**config.mk**
```make
export PLATFORM = sky130hd
export DESIGN_NAME = mod17_rr_scheduler
export DESIGN_NICKNAME = d
export VERILOG_FILES = /design/src/rtl/mod17_pkg.sv /design/src/rtl/mod17_rr_arbiter.sv /design/src/rtl/mod17_rr_scheduler.sv
export SDC_FILE = /design/constraint.sdc
export NUM_CORES = 1
export LEC_CHECK = 0
export BUFFER_PORTS_ARGS = -buffer_cell sky130_fd_sc_hd__buf_4
export CELL_PAD_IN_SITES_DETAIL_PLACEMENT = 0
export CELL_PAD_IN_SITES_GLOBAL_PLACEMENT = 1
export CORE_UTILIZATION = 38
export CTS_CLUSTER_SIZE = 20
export DETAILED_ROUTE_END_ITERATION = 12
export GPL_ROUTABILITY_DRIVEN = 0
export PLACE_DENSITY = 0.84
export SYNTH_ARGS = -nofsm -noshare
export SYNTH_HDL_FRONTEND = slang
export SYNTH_SLANG_ARGS = --single-unit
```
**constraint.sdc**
```tcl
create_clock -name clk -period 5.9 [get_ports clk]
set_input_delay 0.885 -clock clk [delete_from_list [all_inputs] [get_ports clk]]
set_output_delay 0.885 -clock clk [all_outputs]
set_load 0.05 [all_outputs]
```
**src/rtl/mod17_pkg.sv**
```systemverilog
// Shared constants and the tag record carried alongside the mod-17 divider pipeline.
package mod17_pkg;

   localparam int unsigned DIV_W         = 32;
   localparam int unsigned REM_W         = 5;
   localparam int unsigned MOD17_LATENCY = 14;
   localparam int unsigned STAT_W        = 16;
   localparam int unsigned MAX_TAG_W     = 4;

   // idx is wide enough for 16 requesters; narrower configs zero-extend
   typedef struct packed {
      logic                 valid;
      logic [MAX_TAG_W-1:0] idx;
   } tag_t;

endpackage

```
**src/rtl/mod17_rr_arbiter.sv**
```systemverilog
// Round-robin grant over N_REQ requesters; the pointer holds the last granted index
// and moves only when the caller strobes update_i.
module mod17_rr_arbiter #(
   parameter int unsigned N_REQ = 4,
   parameter int unsigned IDX_W = 2
) (
   input  logic             clk_i,
   input  logic             rst_i,
   input  logic [N_REQ-1:0] req_i,
   input  logic             block_i,
   input  logic             update_i,
   output logic [N_REQ-1:0] gnt_o,
   output logic [IDX_W-1:0] gnt_idx_o
);

   logic [IDX_W-1:0] ptr_q, ptr_d;
   logic [IDX_W-1:0] cand;
   logic             found;

   always_comb begin
      gnt_o     = '0;
      gnt_idx_o = '0;
      found     = 1'b0;
      cand      = '0;
      // search starts one past the last winner and wraps
      for (int unsigned k = 1; k <= N_REQ; k++) begin
         cand = IDX_W'((32'(ptr_q) + k) % N_REQ);
         if (!found && req_i[cand]) begin
            found       = 1'b1;
            gnt_o[cand] = 1'b1;
            gnt_idx_o   = cand;
         end
      end
      if (block_i) begin
         gnt_o = '0;
      end
      ptr_d = update_i ? gnt_idx_o : ptr_q;
   end

   always_ff @(posedge clk_i) begin
      if (rst_i) begin
         ptr_q <= IDX_W'(N_REQ - 1);
      end else begin
         ptr_q <= ptr_d;
      end
   end

endmodule

```
**src/rtl/mod17_rr_scheduler.sv**
```systemverilog
// Shares one mod-17 divider among N_REQ requesters and routes remainders back by tag.
// Optional per-requester/drop counters are built when MOD17_SCHED_STATS_EN is defined.
module mod17_rr_scheduler
   import mod17_pkg::*;
#(
   parameter int unsigned N_REQ   = 4,
   parameter int unsigned LATENCY = MOD17_LATENCY
) (
   input  logic                   clk,
   input  logic                   rst,
   input  logic [N_REQ-1:0]       req_valid,
   input  logic [N_REQ*DIV_W-1:0] req_data,
   output logic [N_REQ-1:0]       req_ready,
   output logic                   mark_in,
   output logic [DIV_W-1:0]       divident,
   input  logic                   mark_out,
   input  logic [REM_W-1:0]       reminder,
   output logic [N_REQ-1:0]       res_valid,
   output logic [REM_W-1:0]       res_reminder,
   output logic                   err_sync
`ifdef MOD17_SCHED_STATS_EN
   ,
   output logic [N_REQ*STAT_W-1:0] issue_cnt,
   output logic [STAT_W-1:0]       drop_cnt
`endif
);

   localparam int unsigned TAG_W   = (N_REQ > 1) ? $clog2(N_REQ) : 1;
   // stage 0 sits beside mark_in; the last stage lines up with mark_out
   localparam int unsigned DEPTH   = LATENCY + 2;
   localparam int unsigned BLANK_W = $clog2(LATENCY + 2);

   logic [N_REQ-1:0] gnt;
   logic [TAG_W-1:0] gnt_idx;
   logic             xfer, blanking, block;

   logic               mark_in_q, mark_in_d;
   logic [DIV_W-1:0]   divident_q, divident_d;
   logic [N_REQ-1:0]   res_valid_q, res_valid_d;
   logic [REM_W-1:0]   res_rem_q, res_rem_d;
   logic               err_q, err_d;
   logic [BLANK_W-1:0] blank_q, blank_d;
   tag_t               tag_q [DEPTH];
   tag_t               tag_d [DEPTH];
   tag_t               tag_out;

   assign blanking = (blank_q != '0);
   assign block    = rst | blanking;
   assign xfer     = |gnt;

   mod17_rr_arbiter #(
      .N_REQ (N_REQ),
      .IDX_W (TAG_W)
   ) u_arb (
      .clk_i     (clk),
      .rst_i     (rst),
      .req_i     (req_valid),
      .block_i   (block),
      .update_i  (xfer),
      .gnt_o     (gnt),
      .gnt_idx_o (gnt_idx)
   );

   always_comb begin
      mark_in_d  = xfer;
      divident_d = divident_q;
      for (int i = 0; i < int'(N_REQ); i++) begin
         if (gnt[i]) begin
            divident_d = req_data[i*DIV_W +: DIV_W];
         end
      end

      tag_d[0] = '0;
      if (xfer) begin
         tag_d[0].valid = 1'b1;
         tag_d[0].idx   = MAX_TAG_W'(gnt_idx);
      end
      for (int i = 1; i < int'(DEPTH); i++) begin
         tag_d[i] = tag_q[i-1];
      end
      tag_out = tag_q[DEPTH-1];

      blank_d     = blanking ? blank_q - 1'b1 : blank_q;
      res_valid_d = '0;
      res_rem_d   = mark_out ? reminder : res_rem_q;
      err_d       = err_q;
      // divider output is untrusted until everything sampled before reset has drained
      if (!blanking) begin
         if (mark_out) begin
            res_valid_d = N_REQ'(1) << tag_out.idx;
         end
         if (mark_out != tag_out.valid) begin
            err_d = 1'b1;
         end
      end
   end

   always_ff @(posedge clk) begin
      if (rst) begin
         mark_in_q   <= 1'b0;
         divident_q  <= '0;
         res_valid_q <= '0;
         res_rem_q   <= '0;
         err_q       <= 1'b0;
         blank_q     <= BLANK_W'(LATENCY + 1);
         for (int i = 0; i < int'(DEPTH); i++) begin
            tag_q[i] <= '0;
         end
      end else begin
         mark_in_q   <= mark_in_d;
         divident_q  <= divident_d;
         res_valid_q <= res_valid_d;
         res_rem_q   <= res_rem_d;
         err_q       <= err_d;
         blank_q     <= blank_d;
         for (int i = 0; i < int'(DEPTH); i++) begin
            tag_q[i] <= tag_d[i];
         end
      end
   end

   assign req_ready    = gnt;
   assign mark_in      = mark_in_q;
   assign divident     = divident_q;
   assign res_valid    = res_valid_q;
   assign res_reminder = res_rem_q;
   assign err_sync     = err_q;

`ifdef MOD17_SCHED_STATS_EN
   logic [STAT_W-1:0] issue_q [N_REQ];
   logic [STAT_W-1:0] issue_d [N_REQ];
   logic [STAT_W-1:0] drop_q, drop_d;

   always_comb begin
      for (int i = 0; i < int'(N_REQ); i++) begin
         issue_d[i] = gnt[i] ? issue_q[i] + 1'b1 : issue_q[i];
         issue_cnt[i*STAT_W +: STAT_W] = issue_q[i];
      end
      drop_d = drop_q;
      if (!blanking && mark_out && !tag_out.valid && (drop_q != '1)) begin
         drop_d = drop_q + 1'b1;
      end
   end

   always_ff @(posedge clk) begin
      if (rst) begin
         drop_q <= '0;
         for (int i = 0; i < int'(N_REQ); i++) begin
            issue_q[i] <= '0;
         end
      end else begin
         drop_q <= drop_d;
         for (int i = 0; i < int'(N_REQ); i++) begin
            issue_q[i] <= issue_d[i];
         end
      end
   end

   assign drop_cnt = drop_q;
`endif

endmodule

```
==> flow_summary.json, run 1 <==
{
  "outcome": "finished clean",
  "vias": 3919,
  "placement_rows": 39,
  "crit_path_end_kind": "output pin",
  "drt-initial-drc-count": 394,
  "synth.net_count": 578,
  "number_of_antenna_violations_at_the_first_check_in_global_routing": 0,
  "fin_worst_skew_ns": 0.00861,
  "layout_worst_path_cycle_share_pct": 77.2,
  "final-instance-count-excl-fill": 739,
  "floorplan.initialDensity_pct": 39.0,
  "cts-resized-gates": 0,
  "clock_tree.root_cell": "sky130_fd_sc_hd__clkbuf_16",
  "cts.repair_timing.setup_buffer_count": 0,
  "worstMarginPinSlew_ns": 1.20,
  "crit_path_max_fanout": 18,
  "vias_in_the_first_global_route": 3641,
  "timing.final.hold_violations": 0,
  "yosys_warnings": 0,
  "layout_setup_ws_ns": 1.34,
  "period_needed_ns": 4.56,
  "yosys_most_used_dff": "sky130_fd_sc_hd__dfxtp_1",
  "areaGrowthSynthToFinish_pct": 39.4,
  "worstPathArrival_ns": 3.67,
  "grt_first_pass_wirelength_um": 17700,
  "fp.dieH_um": 110,
  "flip_flop_and_latch_count_after_synthesis": 96,
  "fmax_ghz": 0.220,
  "totalWireLength_um": 11600,
  "power_per_cell_area_nw_per_um2": 233,
  "leakagePower_nw": 2.68,
  "fraction_of_final_layout_cells_with_drive_strength_greater_than_1_pct": 43.6,
  "grt_start_max_net_pins": 92,
  "n_fill_cell": 1034,
  "die-area_sq_um": 12100,
  "clock_path_buffers": 2,
  "synth-seq-area-share_pct": 43.4,
  "drc": 0,
  "synth_enable_flop_cells": 0,
  "post_drt_wl_per_cell_um": 15.7,
  "tns_ns": 0,
  "yosysUniqueCellTypes": 49,
  "classification_of_the_worst_slack_hold_path": "flop to flop",
  "ctsHtreeMaxLevel": 3,
  "setup_violations": 0,
  "drt_first_pass_iters": 10,
  "placement.cell_area_sq_um": 5830,
  "num_io_pins": 187,
  "grt_overflow_total": 0,
  "timing.critical_path.from_type": "flop",
  "max_slew_headroom_pct": 20.1,
  "cts_num_sinks": 96,
  "place.port_buffers": 186,
  "number_of_buffers_added_by_the_clock_tree_synthesis_step": 9,
  "cp.required_ns": 5.02,
  "synth_cells": 428,
  "vias_per_cell": 5.30,
  "clock_latency_ns": 0.33,
  "detailed_place_hpwl_um": 8410,
  "synthesis.area_per_instance_sq_um": 10.3,
  "die-width_um": 110,
  "synth.cell_area_sq_um": 4430,
  "whs_ns": 0.434,
  "grt_setup_unrepaired": "false",
  "detailedPlace.worstSlack_ns": 1.45,
  "cts.clk_slew.worst_paths_ns": 0.06,
  "stdcell_area_sq_um": 6170,
  "synthArstFlopShare_pct": 0,
  "core-area_sq_um": 11400,
  "dpl.cell_count": 723,
  "global_route.usage.total_pct": 19.1,
  "clock_tree_from_tritoncts": "done",
  "antenna-diode-count": 0,
  "slew_viol_final": 0,
  "ir_worst_vdd_mv": 0.227,
  "worst-setup-path-type": "flop to output pin",
  "num-nets-final": 741,
  "drv.max_cap_violation_count": 0,
  "holdBufCountCts": 0,
  "ant_nets": 0
}
worst paths after layout:
check	start	end	slack [ns]	cells after the start
hold reg to reg	tag_q[1][24]$_SDFF_PP0_	tag_q[1][29]$_SDFF_PP0_	0.43	1
setup / recovery	u_arb.ptr_q[0]$_SDFFE_PP1P_	req_ready[1]	1.34	8
hold / removal	tag_q[1][24]$_SDFF_PP0_	tag_q[1][29]$_SDFF_PP0_	0.43	1
setup reg to reg	u_arb.ptr_q[0]$_SDFFE_PP1P_	divident[29]$_SDFFE_PP0P_	1.41	10
through the flow:
step / util (%) / power, mW
after CTS: 54.3 / 1.46
final: 54.3 / 1.44
after detailed placement: 51.3 / 0.811
after global routing: 54.3 / 1.49
after floorplan: - / 0.728
after global placement: 51.3 / 0.809
logic make-up after synthesis:
logic type / after synthesis / share of synthesized area [%]
fa+ha+maj: 10 / 2.82
buf+inv: 50 / 5.85
flops: 96 / 43.4
compound gates: 93 / 17.7
xor+xnor: 2 / 0.396
simple gates: 128 / 16.6
mux: 49 / 13.2
power by group:
group	total (mW)	switching [mW]	internal (mW)
Clock	0.643	0.245	0.398
Combinational	0.142	0.0541	0.0883
Sequential	0.654	0.00209	0.651
Total	1.44	0.301	1.14
critical path, stage by stage (launching register included):
cell and delay (ns):
sky130_fd_sc_hd__dfxtp_1 0.75, sky130_fd_sc_hd__inv_1 0.24, sky130_fd_sc_hd__ha_1 0.56, sky130_fd_sc_hd__mux4_2 0.66, sky130_fd_sc_hd__nor4b_4 0.43, sky130_fd_sc_hd__a32oi_2 0.20
sky130_fd_sc_hd__buf_4 0.23, sky130_fd_sc_hd__inv_1 0.07, sky130_fd_sc_hd__buf_4 0.19
synth_stat cells (all sizes together) (5+ instances only):
master	count	share of area, %
nor2	35	3.0
nand3b	12	2.0
dfxtp	96	43
ha	10	2.8
clkbuf	20	1.7
a21oi	5	0.56
inv	12	1.1
mux2	37	9.4
a222oi	30	6.8
nor2b	47	6.6
nand2	12	1.1
mux2i	8	1.8
nand2b	5	0.71
buf	18	3.0
a211oi	21	4.1
o21ai	18	2.0
metal layers:
metal	GRT usage, %	part of all wire [%]
met1	22.3	39
met2	33.6	51
met3	5.33	8.0
met4	6.10	1.5
met5	0	0
placed cells by master (no fill, tap or decap), drive strengths merged, types with 4 or more instances in the layout:
master,count
a211oi,21
a21oi,5
a222oi,30
and2,4
buf,190
clkbuf,11
dfxtp,96
ha,10
inv,13
mux2,37
mux2i,8
mux4,4
nand2,12
nand2b,5
nand3b,12
nor2,35
nor2b,47
o21ai,18
state kept, by name, summed over array words and instances, names as in the netlist:
name / count
err_sync: 1
divident: 32
u_arb.ptr_q: 2
res_valid: 4
blank_q: 4
res_reminder: 5
tag_q: 48
cell type report:
cell class              count  area (sq um)  area share (%)
flip-flops and latches     96          1920            31.1
well taps                 143           179            2.90
multi-input cells         282          2260            36.6
clock inverters             5          86.3            1.40
clock buffers              11           253            4.09
repair buffers            190          1430            23.1
inverters                  12          50.0           0.811
Power figures use the tool's default switching activity.
==> run 2: changes to the inputs <==
Settings changed: CORE_UTILIZATION 38 to 32, PLACE_DENSITY 0.84 to 0.75.
Clock period 5.9 ns to 3.69 ns, I/O delays scaled along.
==> run 2 against run 1 <==
Compared with the run above:
- combinational power rose by 61%
- critical path depth up 2
- non-clock buffer count up 7
- cell count up 5.4%
- clock power is 38% higher
- count of clock-buffer cells in the layout shrank 2
- clock skew up 0.00058 ns
- routed wire length is 3.3% higher
- register-to-register slack got worse by 1.0 ns
- via count grew 0.20%
- critical path type unchanged
- largest cell class unchanged
==> flow_summary.json, run 2 (synthesized netlist as in run 1, its figures left out) <==
{
  "outcome": "finished clean",
  "drv.max_cap_violation_count": 0,
  "fraction_of_final_layout_cells_with_drive_strength_greater_than_1_pct": 44.4,
  "cp.required_ns": 3.14,
  "clock_tree_from_tritoncts": "done",
  "setup_violations": 0,
  "timing.final.hold_violations": 0,
  "totalWireLength_um": 12000,
  "layout.core_utilization_pct": 46.8,
  "n_fill_cell": 1269,
  "layout_setup_ws_ns": 0.235,
  "vias_in_the_first_global_route": 3795,
  "max_reg_flops": 48,
  "number_of_buffers_added_by_the_clock_tree_synthesis_step": 9,
  "vias": 3927,
  "leakagePower_nw": 2.70,
  "drc": 0,
  "classification_of_the_worst_slack_hold_path": "flop to flop",
  "post_drt_wl_per_cell_um": 15.4,
  "num-nets-final": 748,
  "worst-setup-path-type": "flop to output pin",
  "layout_worst_path_cycle_share_pct": 93.6,
  "slew_viol_final": 0,
  "whs_ns": 0.435,
  "detailed_place_hpwl_um": 8850,
  "p_total_mw": 2.16,
  "ir_worst_vdd_mv": 0.208,
  "cts.clk_slew.worst_paths_ns": 0.07,
  "cts_num_sinks": 96,
  "num_io_pins": 187,
  "power_per_cell_area_nw_per_um2": 347,
  "clock_latency_ns": 0.34,
  "cts-resized-gates": 0,
  "final-instance-count-excl-fill": 779,
  "die-width_um": 120,
  "crit_path_end_kind": "output pin",
  "period_needed_ns": 3.45,
  "max_flop_register": "tag_q",
  "worstMarginPinSlew_ns": 0.583,
  "worstPathArrival_ns": 2.90,
  "layout.cells.most_common": "sky130_fd_sc_hd__buf_4",
  "die-area_sq_um": 14300,
  "grt_overflow_total": 0,
  "fp.dieH_um": 120,
  "tns_ns": 0,
  "clock_tree.root_cell": "sky130_fd_sc_hd__clkbuf_16",
  "max_slew_headroom_pct": 61.2,
  "placement_rows": 42,
  "number_of_antenna_violations_at_the_first_check_in_global_routing": 0,
  "timing.critical_path.from_type": "flop",
  "grt_setup_unrepaired": "false",
  "placement.cell_area_sq_um": 5950,
  "antenna-diode-count": 0,
  "detailedPlace.worstSlack_ns": 0.372,
  "layout.cells.most_common_list": "sky130_fd_sc_hd__buf_4, sky130_fd_sc_hd__dfxtp_1, sky130_fd_sc_hd__nor2b_1",
  "areaGrowthSynthToFinish_pct": 40.9,
  "grt_start_max_net_pins": 48,
  "floorplan.initialDensity_pct": 33.2,
  "grt_first_pass_wirelength_um": 18800,
  "dpl.cell_count": 762,
  "ant_nets": 0,
  "global_route.usage.total_pct": 16.8,
  "core-area_sq_um": 13300,
  "ctsHtreeMaxLevel": 3,
  "fmax_ghz": 0.289,
  "drt-initial-drc-count": 300,
  "clock_path_buffers": 2,
  "crit_path_max_fanout": 33,
  "stdcell_area_sq_um": 6240,
  "fin_worst_skew_ns": 0.00918,
  "vias_per_cell": 5.04,
  "place.port_buffers": 186,
  "drt_first_pass_iters": 7
}
[run 2: cell types whose count changed in the layout (fill, tap and decap cells not counted), moves of 2 or more]
cell                        before  now
sky130_fd_sc_hd__clkbuf_8        2    0
sky130_fd_sc_hd__buf_12          0    2
sky130_fd_sc_hd__inv_8           0    2
sky130_fd_sc_hd__bufinv_16       2    0
sky130_fd_sc_hd__buf_4         190  195
[run 2: routing by layer]
layer  track usage [%]  vias to the layer above  wire (um)
met5                 0                        -          0
met4              6.02                        0        197
met3              5.37                       14        795
met2              28.8                      156       6020
met1              19.7                     1845       4960
li1                  -                     1912          -
[run 2: worst paths after layout]
path,startpoint,to,slack (ns),cells past startpoint
min,tag_q[0][26]$_SDFF_PP0_,tag_q[0][31]$_SDFF_PP0_,0.44,1
max,u_arb.ptr_q[0]$_SDFFE_PP1P_,req_ready[1],0.24,10
max reg2reg,u_arb.ptr_q[0]$_SDFFE_PP1P_,divident[11]$_SDFFE_PP0P_,0.39,11
min reg2reg,tag_q[0][26]$_SDFF_PP0_,tag_q[0][31]$_SDFF_PP0_,0.44,1
[run 2: cell type report]
| type | count | area (sq um) | area share (%) |
|---|---|---|---|
| Multi-Input combinational cell | 282 | 2260 | 36.2 |
| Clock inverter | 7 | 61.3 | 0.982 |
| Tap cell | 176 | 220 | 3.53 |
| Inverter | 12 | 50.0 | 0.802 |
| Clock buffer | 9 | 225 | 3.61 |
| Sequential cell | 96 | 1920 | 30.8 |
| Timing Repair Buffer | 197 | 1500 | 24.1 |
[run 2: where the power goes]
group	switching, mW	internal (mW)	total [mW]
Combinational	0.0867	0.142	0.228
Sequential	0.00354	1.04	1.04
Clock	0.419	0.471	0.890
Total	0.510	1.65	2.16
[run 2: worst max-delay path, cell delays in order, from the launching register on]
cell	delay (ns)
sky130_fd_sc_hd__dfxtp_1	0.33
sky130_fd_sc_hd__inv_1	0.10
sky130_fd_sc_hd__ha_1	0.34
sky130_fd_sc_hd__buf_4	0.18
sky130_fd_sc_hd__mux2_2	0.34
sky130_fd_sc_hd__a22o_1	0.21
sky130_fd_sc_hd__a211o_1	0.31
sky130_fd_sc_hd__a32oi_2	0.24
sky130_fd_sc_hd__buf_12	0.26
sky130_fd_sc_hd__inv_1	0.06
sky130_fd_sc_hd__buf_4	0.19
[run 2: repair_timing]
action | 4_1_cts | 5_1_grt
endpoints found under the setup margin | 1 | 0
buffers inserted | 1 | 0
endpoints found under the hold margin | 0 | 0
hold buffers | 0 | 0
